## config.mk

```make
export PLATFORM = sky130hd
export DESIGN_NAME = subservient_dbg_bridge
export DESIGN_NICKNAME = d
export VERILOG_FILES = /design/src/rtl/subservient_dbg_pkg.sv /design/src/rtl/subservient_dbg_bridge.sv
export SDC_FILE = /design/constraint.sdc
export NUM_CORES = 1
export LEC_CHECK = 0
export CAP_MARGIN = 20
export CELL_PAD_IN_SITES_DETAIL_PLACEMENT = 1
export CELL_PAD_IN_SITES_GLOBAL_PLACEMENT = 2
export CORE_MARGIN = 8
export CORE_UTILIZATION = 26
export CTS_CLUSTER_DIAMETER = 40
export DETAILED_ROUTE_END_ITERATION = 10
export HOLD_SLACK_MARGIN = 0.02
export PLACE_DENSITY_LB_ADDON = 0.1
export SLEW_MARGIN = 20
export SYNTH_ARGS = -nofsm -noshare
export SYNTH_HDL_FRONTEND = slang
export SYNTH_SLANG_ARGS = --single-unit
```

## constraint.sdc

```tcl
create_clock -name i_clk -period 2.7 [get_ports i_clk]
set_input_delay 0.54 -clock i_clk [delete_from_list [all_inputs] [get_ports i_clk]]
set_output_delay 0.54 -clock i_clk [all_outputs]
set_load 0.1 [all_outputs]
```

## src/rtl/subservient_dbg_pkg.sv

```systemverilog
// Shared constants and state encoding for the subservient debug bridge.
package subservient_dbg_pkg;

  localparam logic [7:0] OP_WRITE   = 8'h01;
  localparam logic [7:0] OP_READ    = 8'h02;
  localparam logic [7:0] OP_DBG_ON  = 8'h03;
  localparam logic [7:0] OP_DBG_OFF = 8'h04;

  localparam logic [7:0] RSP_OK  = 8'hA5;
  localparam logic [7:0] RSP_ERR = 8'hEE;

  typedef enum logic [2:0] {
    ST_IDLE,
    ST_ADDR,
    ST_DATA,
    ST_BUS,
    ST_RESP
  } state_t;

endpackage

```

## src/rtl/subservient_dbg_bridge.sv

```systemverilog
// Byte-stream command decoder driving a single-word Wishbone debug initiator
// and the SoC debug-mode line; responses are serialised onto a byte stream.
module subservient_dbg_bridge
  import subservient_dbg_pkg::*;
#(
  parameter int TIMEOUT = 1024
) (
  input  logic        i_clk,
  input  logic        i_rst,
  input  logic [7:0]  i_rx_data,
  input  logic        i_rx_valid,
  output logic        o_rx_ready,
  output logic [7:0]  o_tx_data,
  output logic        o_tx_valid,
  input  logic        i_tx_ready,
  output logic [31:0] o_wb_dbg_adr,
  output logic [31:0] o_wb_dbg_dat,
  output logic [3:0]  o_wb_dbg_sel,
  output logic        o_wb_dbg_we,
  output logic        o_wb_dbg_stb,
  input  logic [31:0] i_wb_dbg_rdt,
  input  logic        i_wb_dbg_ack,
  output logic        o_debug_mode
);

  localparam int             TW         = $clog2(TIMEOUT + 1);
  localparam logic [TW-1:0]  TIMER_LAST = TW'(TIMEOUT - 1);
  localparam logic [TW-1:0]  TIMER_ONE  = TW'(1);

  state_t        state, state_d;
  logic [31:0]   adr, adr_d;
  logic [31:0]   dat, dat_d;
  logic [1:0]    cnt, cnt_d;
  logic [2:0]    rsp_cnt, rsp_cnt_d;
  logic [TW-1:0] timer, timer_d;
  logic          is_write, is_write_d;
  logic          dbg, dbg_d;
  logic          rx_fire, tx_fire;

  // Ready is masked by reset so nothing is accepted while reset is held.
  assign o_rx_ready = !i_rst &&
                      (state == ST_IDLE || state == ST_ADDR || state == ST_DATA);
  assign rx_fire    = i_rx_valid && o_rx_ready;
  assign o_tx_valid = (state == ST_RESP);
  assign tx_fire    = o_tx_valid && i_tx_ready;
  assign o_tx_data  = o_tx_valid ? dat[7:0] : 8'h00;

  assign o_wb_dbg_stb = (state == ST_BUS);
  assign o_wb_dbg_adr = adr;
  assign o_wb_dbg_dat = dat;
  assign o_wb_dbg_we  = o_wb_dbg_stb && is_write;
  assign o_wb_dbg_sel = o_wb_dbg_stb ? 4'hf : 4'h0;
  assign o_debug_mode = dbg;

  always_comb begin
    // NOTE: every next-value is defaulted to its current value first, so no
    // branch can leave one unassigned and infer a latch.
    state_d    = state;
    adr_d      = adr;
    dat_d      = dat;
    cnt_d      = cnt;
    rsp_cnt_d  = rsp_cnt;
    timer_d    = timer;
    is_write_d = is_write;
    dbg_d      = dbg;

    unique case (state)
      ST_IDLE: begin
        if (rx_fire) begin
          cnt_d = 2'd0;
          if (i_rx_data == OP_WRITE || i_rx_data == OP_READ) begin
            is_write_d = (i_rx_data == OP_WRITE);
            state_d    = ST_ADDR;
          end else begin
            state_d   = ST_RESP;
            rsp_cnt_d = 3'd1;
            dat_d     = {24'h0, RSP_OK};
            if (i_rx_data == OP_DBG_ON)       dbg_d = 1'b1;
            else if (i_rx_data == OP_DBG_OFF) dbg_d = 1'b0;
            else                              dat_d = {24'h0, RSP_ERR};
          end
        end
      end

      ST_ADDR: begin
        if (rx_fire) begin
          // Little-endian: each new byte enters at the top and shifts down.
          adr_d = {i_rx_data, adr[31:8]};
          cnt_d = cnt + 2'd1;
          if (cnt == 2'd3) begin
            if (is_write) begin
              state_d = ST_DATA;
            end else if (dbg) begin
              state_d = ST_BUS;
              timer_d = '0;
            end else begin
              state_d   = ST_RESP;
              rsp_cnt_d = 3'd1;
              dat_d     = {24'h0, RSP_ERR};
            end
          end
        end
      end

      ST_DATA: begin
        if (rx_fire) begin
          dat_d = {i_rx_data, dat[31:8]};
          cnt_d = cnt + 2'd1;
          if (cnt == 2'd3) begin
            if (dbg) begin
              state_d = ST_BUS;
              timer_d = '0;
            end else begin
              state_d   = ST_RESP;
              rsp_cnt_d = 3'd1;
              dat_d     = {24'h0, RSP_ERR};
            end
          end
        end
      end

      ST_BUS: begin
        if (i_wb_dbg_ack) begin
          state_d = ST_RESP;
          if (is_write) begin
            dat_d     = {24'h0, RSP_OK};
            rsp_cnt_d = 3'd1;
          end else begin
            dat_d     = i_wb_dbg_rdt;
            rsp_cnt_d = 3'd4;
          end
        end else if (timer == TIMER_LAST) begin
          state_d   = ST_RESP;
          rsp_cnt_d = 3'd1;
          dat_d     = {24'h0, RSP_ERR};
        end else begin
          timer_d = timer + TIMER_ONE;
        end
      end

      ST_RESP: begin
        if (tx_fire) begin
          dat_d     = {8'h00, dat[31:8]};
          rsp_cnt_d = rsp_cnt - 3'd1;
          if (rsp_cnt == 3'd1) state_d = ST_IDLE;
        end
      end

      default: state_d = ST_IDLE;
    endcase
  end

  always_ff @(posedge i_clk) begin
    // NOTE: sequential state uses non-blocking assignments only, and every
    // register (shift registers included) is reset so all outputs read 0.
    if (i_rst) begin
      state    <= ST_IDLE;
      adr      <= '0;
      dat      <= '0;
      cnt      <= '0;
      rsp_cnt  <= '0;
      timer    <= '0;
      is_write <= 1'b0;
      dbg      <= 1'b0;
    end else begin
      state    <= state_d;
      adr      <= adr_d;
      dat      <= dat_d;
      cnt      <= cnt_d;
      rsp_cnt  <= rsp_cnt_d;
      timer    <= timer_d;
      is_write <= is_write_d;
      dbg      <= dbg_d;
    end
  end

endmodule
```

==> metrics.yaml, run 1 <==
final_layout:
  area_delta_synth_final_pct: 48.2
  final_common_cell: "buf_4"
  num_antenna_cells: 0
  mostFrequentLayoutCells: "buf_4, dfxtp_1, nand2_1"
  drive_gt1_share_pct: 22.8
  nets: 694
sta:
  finalHoldViolCount: 0
  setup_ws_ns: 0.125
  rsz0062_at_grt: "false"
  timing.slew.headroom_pct: 51.0
  timing.fmax_ghz: 0.388
  min_period_ns: 2.57
  finalMaxSlewViolations: 0
  setup_violations: 0
  whs_ns: 0.432
  tightest_slew_ns: 0.736
  clock_skew_ns: 0.00723
  fin_crit_sh_pct: 95.4
floorplan:
  row_count: 46
  fp.dieArea_um2: 20400
  die_h_um: 143
  die_w_um: 143
  initial_core_util_pct: 26.5
  ioPinCount: 126
  fp.coreArea_um2: 15800
grt:
  antenna_found_initial: 0
  gr-total-overflow: 0
  grt_pass1_vias: 4536
  grt_max_degree: 67
  grt_pass1_wl_mm: 25.0
  track_usage_pct: 15.4
clock_network:
  cts_buffer_depth: 2
  clkTransAtPathRegs_ns: 0.07
  cts_hold_buf: 0
  numCtsBuffers: 9
  cts_setup_buffers: 0
  cts_tree: "built"
  cts-root-buf: "clkbuf_16"
  htree_levels: 3
  clkLatencyLatePin_ns: 0.35
  cts.sinks: 85
power_and_ir_drop:
  powerDensity_nw_per_um2: 611
  irDropWorstVdd_mv: 0.368
  p_leak_nw: 2.30
synth:
  synth_cell_types: 56
  synth_nets: 574
  synth_edf_count: 0
  syn-cell-area_um2: 4180
  avgSynthCellArea_um2: 7.96
  syn_inst: 525
  ys.flop_type: "dfxtp_1"
  ys_ff_latch: 85
  seq_area_frac_synth_pct: 40.7
  yosys_warnings: 0
  async_flop_share_pct: 0
critical_path:
  path_cells: "and2_1 -> nand2b_1 -> inv_1 -> buf_4 -> buf_12"
  worstPathRequired_ns: 2.16
  slowest_stage: "dfxtp_1"
  crit_type: "flip-flop to output pin"
  arrival_ns: 2.03
  crit_start: "state[1]"
  cp.depth: 5
  timing.rr.start: "state[1]"
  cp_slowest_stage_delay_ns: 0.53
  regToRegEndpoint: "rsp_cnt[1]"
  cpLargestDelayFamily: "buffers and inverters"
  end_kind: "output pin"
  crit_buf_inv: 3
  endpoint: "o_wb_dbg_sel[3]"
  r2r_cells: 6
  rrSetupSlack_ns: 0.32
  worst_setup_path_start_kind: "flip-flop"
  path_max_fanout: 14
drt:
  vias: 4411
  drt-pass1-iter-count: 4
  detail-route-antenna-nets: 0
  routed_wl_mm: 15.7
  via_per_inst: 5.09
  wl_per_cell_um: 18.1
  drt-initial-drc-count: 190
  drc: 0
placement:
  io_buffers: 125
  pre_cts_ws_ns: -0.155
  hpwl_mm: 11.4
  place.gp.congestion: 0.759
worst_hold_path:
  hold_path_class: "input port to flip-flop"
  holdCritStartpoint: "i_rst"
status:
  status: "finished, final reports clean"
flow_run:
  maxCapViolations: 0
==> routing by layer <==
layer  wire length, um  share of wire (%)  GRT usage [%]
met1              7070                 45           19.1
met2              7540                 48           25.0
met3               776                5.0           4.04
met4               264                1.7           5.82
met5                 0                  0              0
==> flip-flops by register name, summed over array words and instances (netlist names) <==
name and count:
cnt 2, state 3, rsp_cnt 3, o_wb_dbg_dat 32
o_wb_dbg_adr 32, timer 11, o_debug_mode 1, is_write 1
==> worst register-to-register path, cell delays in order (launching register included) <==
cell	delay (ns)
dfxtp_1	0.41
buf_4	0.24
or2_2	0.39
a221o_1	0.37
a211o_1	0.27
or2_2	0.32
o41ai_1	0.25
==> worst min-delay path by stage <==
stage / depth (start not counted) / endpoint
6_report: 2 / cnt[0]
5_1_grt: 2 / cnt[0]
4_1_cts: 2 / cnt[0]
3_5_place_dp: 2 / timer[10]
3_3_place_gp: 2 / timer[10]
2_1_floorplan: 2 / timer[10]
==> logic make-up after synthesis <==
| family | Yosys count | share of synthesized area [%] |
|---|---|---|
| multiplexers | 3 | 0.749 |
| XOR/XNOR | 2 | 0.419 |
| flip-flops | 85 | 40.7 |
| adder cells (fa/ha/maj) | 4 | 1.20 |
| AO/OA/AOI/OAI | 192 | 30.4 |
| AND/OR/NAND/NOR | 174 | 20.2 |
| buffers and inverters | 65 | 6.38 |
==> per-stage QoR <==
stage / power (mW) / TNS (ns) / instances / utilization [%] / area, um2
after global routing: 3.93 / 0 / 866 / 39.2 / 6190
after CTS: 3.83 / 0 / 866 / 39.2 / 6190
final: 3.78 / 0 / 866 / 39.2 / 6190
after floorplan: 2.00 / 0 / 525 / - / 4190
after global placement: 2.30 / -1.96 / 850 / 37.0 / 5840
after detailed placement: 2.31 / -2.15 / 850 / 37.0 / 5840
==> where the power goes <==
| group | switching [mW] | total, mW | internal (mW) |
|---|---|---|---|
| logic | 0.647 | 0.912 | 0.265 |
| registers | 0.0544 | 1.36 | 1.31 |
| clock network | 0.581 | 1.50 | 0.922 |
| total | 1.28 | 3.78 | 2.50 |
==> synthesized netlist by cell type, drive strengths merged (7+ instances only) <==
master | count | area share, %
nor3 | 12 | 1.4
a221oi | 7 | 1.5
nand2b | 7 | 1.0
clkbuf | 41 | 3.7
dfxtp | 85 | 41
and3 | 8 | 1.2
a211oi | 34 | 6.1
nor2 | 23 | 2.1
buf | 10 | 1.4
a21oi | 75 | 9.0
inv | 13 | 1.2
o211ai | 8 | 1.4
nand3 | 7 | 0.84
o21ai | 8 | 0.96
a22oi | 25 | 4.5
nand2 | 83 | 7.5
==> area by class of cell <==
| class | instances | area, um2 |
|---|---|---|
| fillers | 1870 | 9580 |
| repair buffers | 160 | 1570 |
| multi-input cells | 375 | 2240 |
| clock inverters | 7 | 128 |
| well taps | 216 | 270 |
| clock buffers | 9 | 225 |
| flip-flops and latches | 85 | 1700 |
| inverters | 14 | 52.6 |
==> what timing repair did <==
item,in CTS,in global routing
hold endpoints to repair,0,0
setup endpoints to repair,0,3
resized for setup,0,1
Note: power is estimated with default switching activity, not from simulation.
==> run 2: changes to the inputs <==
--- a/config.mk
+++ b/config.mk
@@ -8,7 +8,7 @@
 export CAP_MARGIN = 20
 export CELL_PAD_IN_SITES_DETAIL_PLACEMENT = 1
 export CELL_PAD_IN_SITES_GLOBAL_PLACEMENT = 2
-export CORE_MARGIN = 8
+export CORE_MARGIN = 2
 export CORE_UTILIZATION = 26
 export CTS_CLUSTER_DIAMETER = 40
 export DETAILED_ROUTE_END_ITERATION = 10
==> metrics.yaml, run 2 (synthesized netlist as in run 1, its figures left out) <==
clock_network:
  ctsResizeCount: 0  # unchanged
  cts_tree: "built"
  cts_setup_buffers: 0  # unchanged
  htree_levels: 3  # unchanged
  clkLatencyLatePin_ns: 0.35  # about the same
  cts_hold_buf: 0  # unchanged
  clkTransAtPathRegs_ns: 0.07  # about the same
  cts.sinks: 85  # unchanged
  cts_buffer_depth: 2  # unchanged
  numCtsBuffers: 9  # unchanged
  cts-root-buf: "clkbuf_16"
status:
  status: "finished, final reports clean"
sta:
  min_period_ns: 2.52  # -0.0509 ns
  timing.slew.headroom_pct: 59.1  # +8.1 points
  tightest_slew_ns: 0.614  # -0.121 ns
  timing.fmax_ghz: 0.396  # +2.0%
  finalHoldViolCount: 0  # unchanged
  fin_crit_sh_pct: 93.5  # -1.9 points
  clock_skew_ns: 0.00643  # -0.000806 ns
  finalMaxSlewViolations: 0  # unchanged
  rsz0062_at_grt: "false"
  setup_ws_ns: 0.176  # +0.0509 ns
  setup_violations: 0  # unchanged
final_layout:
  design_area_um2: 6170  # -0.38%
  final_common_cell: "buf_4"
  nFillCells: 1887  # +0.91%
  regArea_um2: 1700  # unchanged
  drive_gt1_share_pct: 23.1  # +0.35 points
  num_antenna_cells: 0  # unchanged
  area_delta_synth_final_pct: 47.6
  nets: 698  # +0.58%
  mostFrequentLayoutCells: "buf_4, dfxtp_1, nand2_1"
  multi_input_area_um2: 2240  # about the same
grt:
  gr-total-overflow: 0  # unchanged
  antenna_found_initial: 0  # unchanged
  grt_pass1_wl_mm: 23.7  # -5.3%
  grt_pass1_vias: 4429  # -2.4%
  grt_max_degree: 57  # -15%
  met1_usage_pct: 23.4  # +4.2 points
  globalRouteMet3Util_pct: 4.72  # +0.68 points
  grt-busiest-layer: "met2"
  met2_usage_pct: 28.6  # +3.6 points
  track_usage_pct: 17.6  # +2.2 points
floorplan:
  die_h_um: 131  # -8.4%
  initial_core_util_pct: 26.5  # unchanged
  ioPinCount: 126  # unchanged
  fp.dieArea_um2: 17100  # -16%
  die_w_um: 131  # -8.4%
  fp.coreArea_um2: 15800  # unchanged
  row_count: 46  # unchanged
critical_path:
  worstPathRequired_ns: 2.92  # +0.76 ns
  crit_type: "input port to flip-flop"
  end_kind: "flip-flop"
  arrival_ns: 2.75  # +0.72 ns
  path_max_fanout: 3  # -11
  worst_setup_path_start_kind: "input port"
drt:
  detail-route-antenna-nets: 0  # unchanged
  routed_wl_mm: 15.0  # -4.2%
  drt-initial-drc-count: 196  # +3.2%
  wl_per_cell_um: 17.2  # -4.6%
  drc: 0  # unchanged
  via_per_inst: 5.08  # -0.19%
  vias: 4418  # +0.16%
  drt-pass1-iter-count: 5  # +1
placement:
  io_buffers: 125  # unchanged
  pre_cts_ws_ns: -0.189  # -0.0335 ns
  placed_cell_area_um2: 5890  # +0.94%
  place.gp.congestion: 0.783  # +3.2%
  hpwl_mm: 10.8  # -5.2%
power_and_ir_drop:
  total_power_mw: 3.48  # -8.0%
  irDropWorstVdd_mv: 0.260  # -29%
  powerDensity_nw_per_um2: 564  # -7.7%
  p_leak_nw: 2.29  # -0.46%
worst_hold_path:
  hold_path_class: "flip-flop to flip-flop"
flow_run:
  maxCapViolations: 0  # unchanged
==> run 2: changes by cell type in the layout (fill, tap and decap cells not counted), sizes merged <==
cell and delta:
inv -3, bufinv -3, clkinvlp +1, buf +4, clkinv +4
==> run 2: area by class of cell <==
cell class	count	share of cell area [%]
clock buffer	9	3.65
clock inverter	6	0.812
inverter	14	0.852
multi-input combinational	375	36.4
sequential	85	27.6
tap	216	4.38
timing repair buffer	164	26.3
==> run 2: worst paths after layout <==
check | from | end | slack [ns] | cells past startpoint
setup / recovery | i_rx_data[2] | o_wb_dbg_dat[3] | 0.18 | 7
hold reg to reg | timer[10] | timer[10] | 0.46 | 2
setup reg to reg | timer[0] | o_wb_dbg_dat[11] | 0.42 | 8
hold / removal | timer[10] | timer[10] | 0.46 | 2
==> run 2: metrics by stage <==
step | hold slack (ns) | utilization (%) | std cells | setup TNS, ns
after global routing | 0.484 | 39.1 | 869 | 0
final | 0.459 | 39.1 | 869 | 0
after detailed placement | 0.445 | 37.4 | 854 | -4.20
after floorplan | 0.423 | - | 525 | 0
after global placement | 0.441 | 37.4 | 854 | -1.94
after CTS | 0.455 | 39.1 | 869 | 0
==> run 2: power by group <==
part / internal, mW / switching (mW) / total (mW)
sequential: 1.31 / 0.0552 / 1.37
combinational: 0.266 / 0.642 / 0.909
clock: 0.629 / 0.573 / 1.20
total: 2.21 / 1.27 / 3.48
==> run 2: routing by layer <==
| layer | vias to the layer above | routed length, um |
|---|---|---|
| met5 | - | 0 |
| met4 | 0 | 142 |
| met3 | 9 | 759 |
| met2 | 92 | 7140 |
| met1 | 2148 | 6940 |
| li1 | 2169 | - |
==> run 2: critical path, cell delays in order <==
cell and delay (ns):
clkdlybuf4s50_1 0.47, or3b_2 0.47, a2111oi_0 0.46, buf_4 0.18
o22ai_1 0.14, a221oi_1 0.35, a211oi_1 0.13
==> run 3: changes to the inputs <==
--- a/config.mk
+++ b/config.mk
@@ -5,7 +5,7 @@
 export SDC_FILE = /design/constraint.sdc
 export NUM_CORES = 1
 export LEC_CHECK = 0
-export CAP_MARGIN = 20
+export CAP_MARGIN = 5
 export CELL_PAD_IN_SITES_DETAIL_PLACEMENT = 1
 export CELL_PAD_IN_SITES_GLOBAL_PLACEMENT = 2
 export CORE_MARGIN = 2
==> results of run 3 <==
The final DEF is identical to that of run 2; final timing and power are the same.
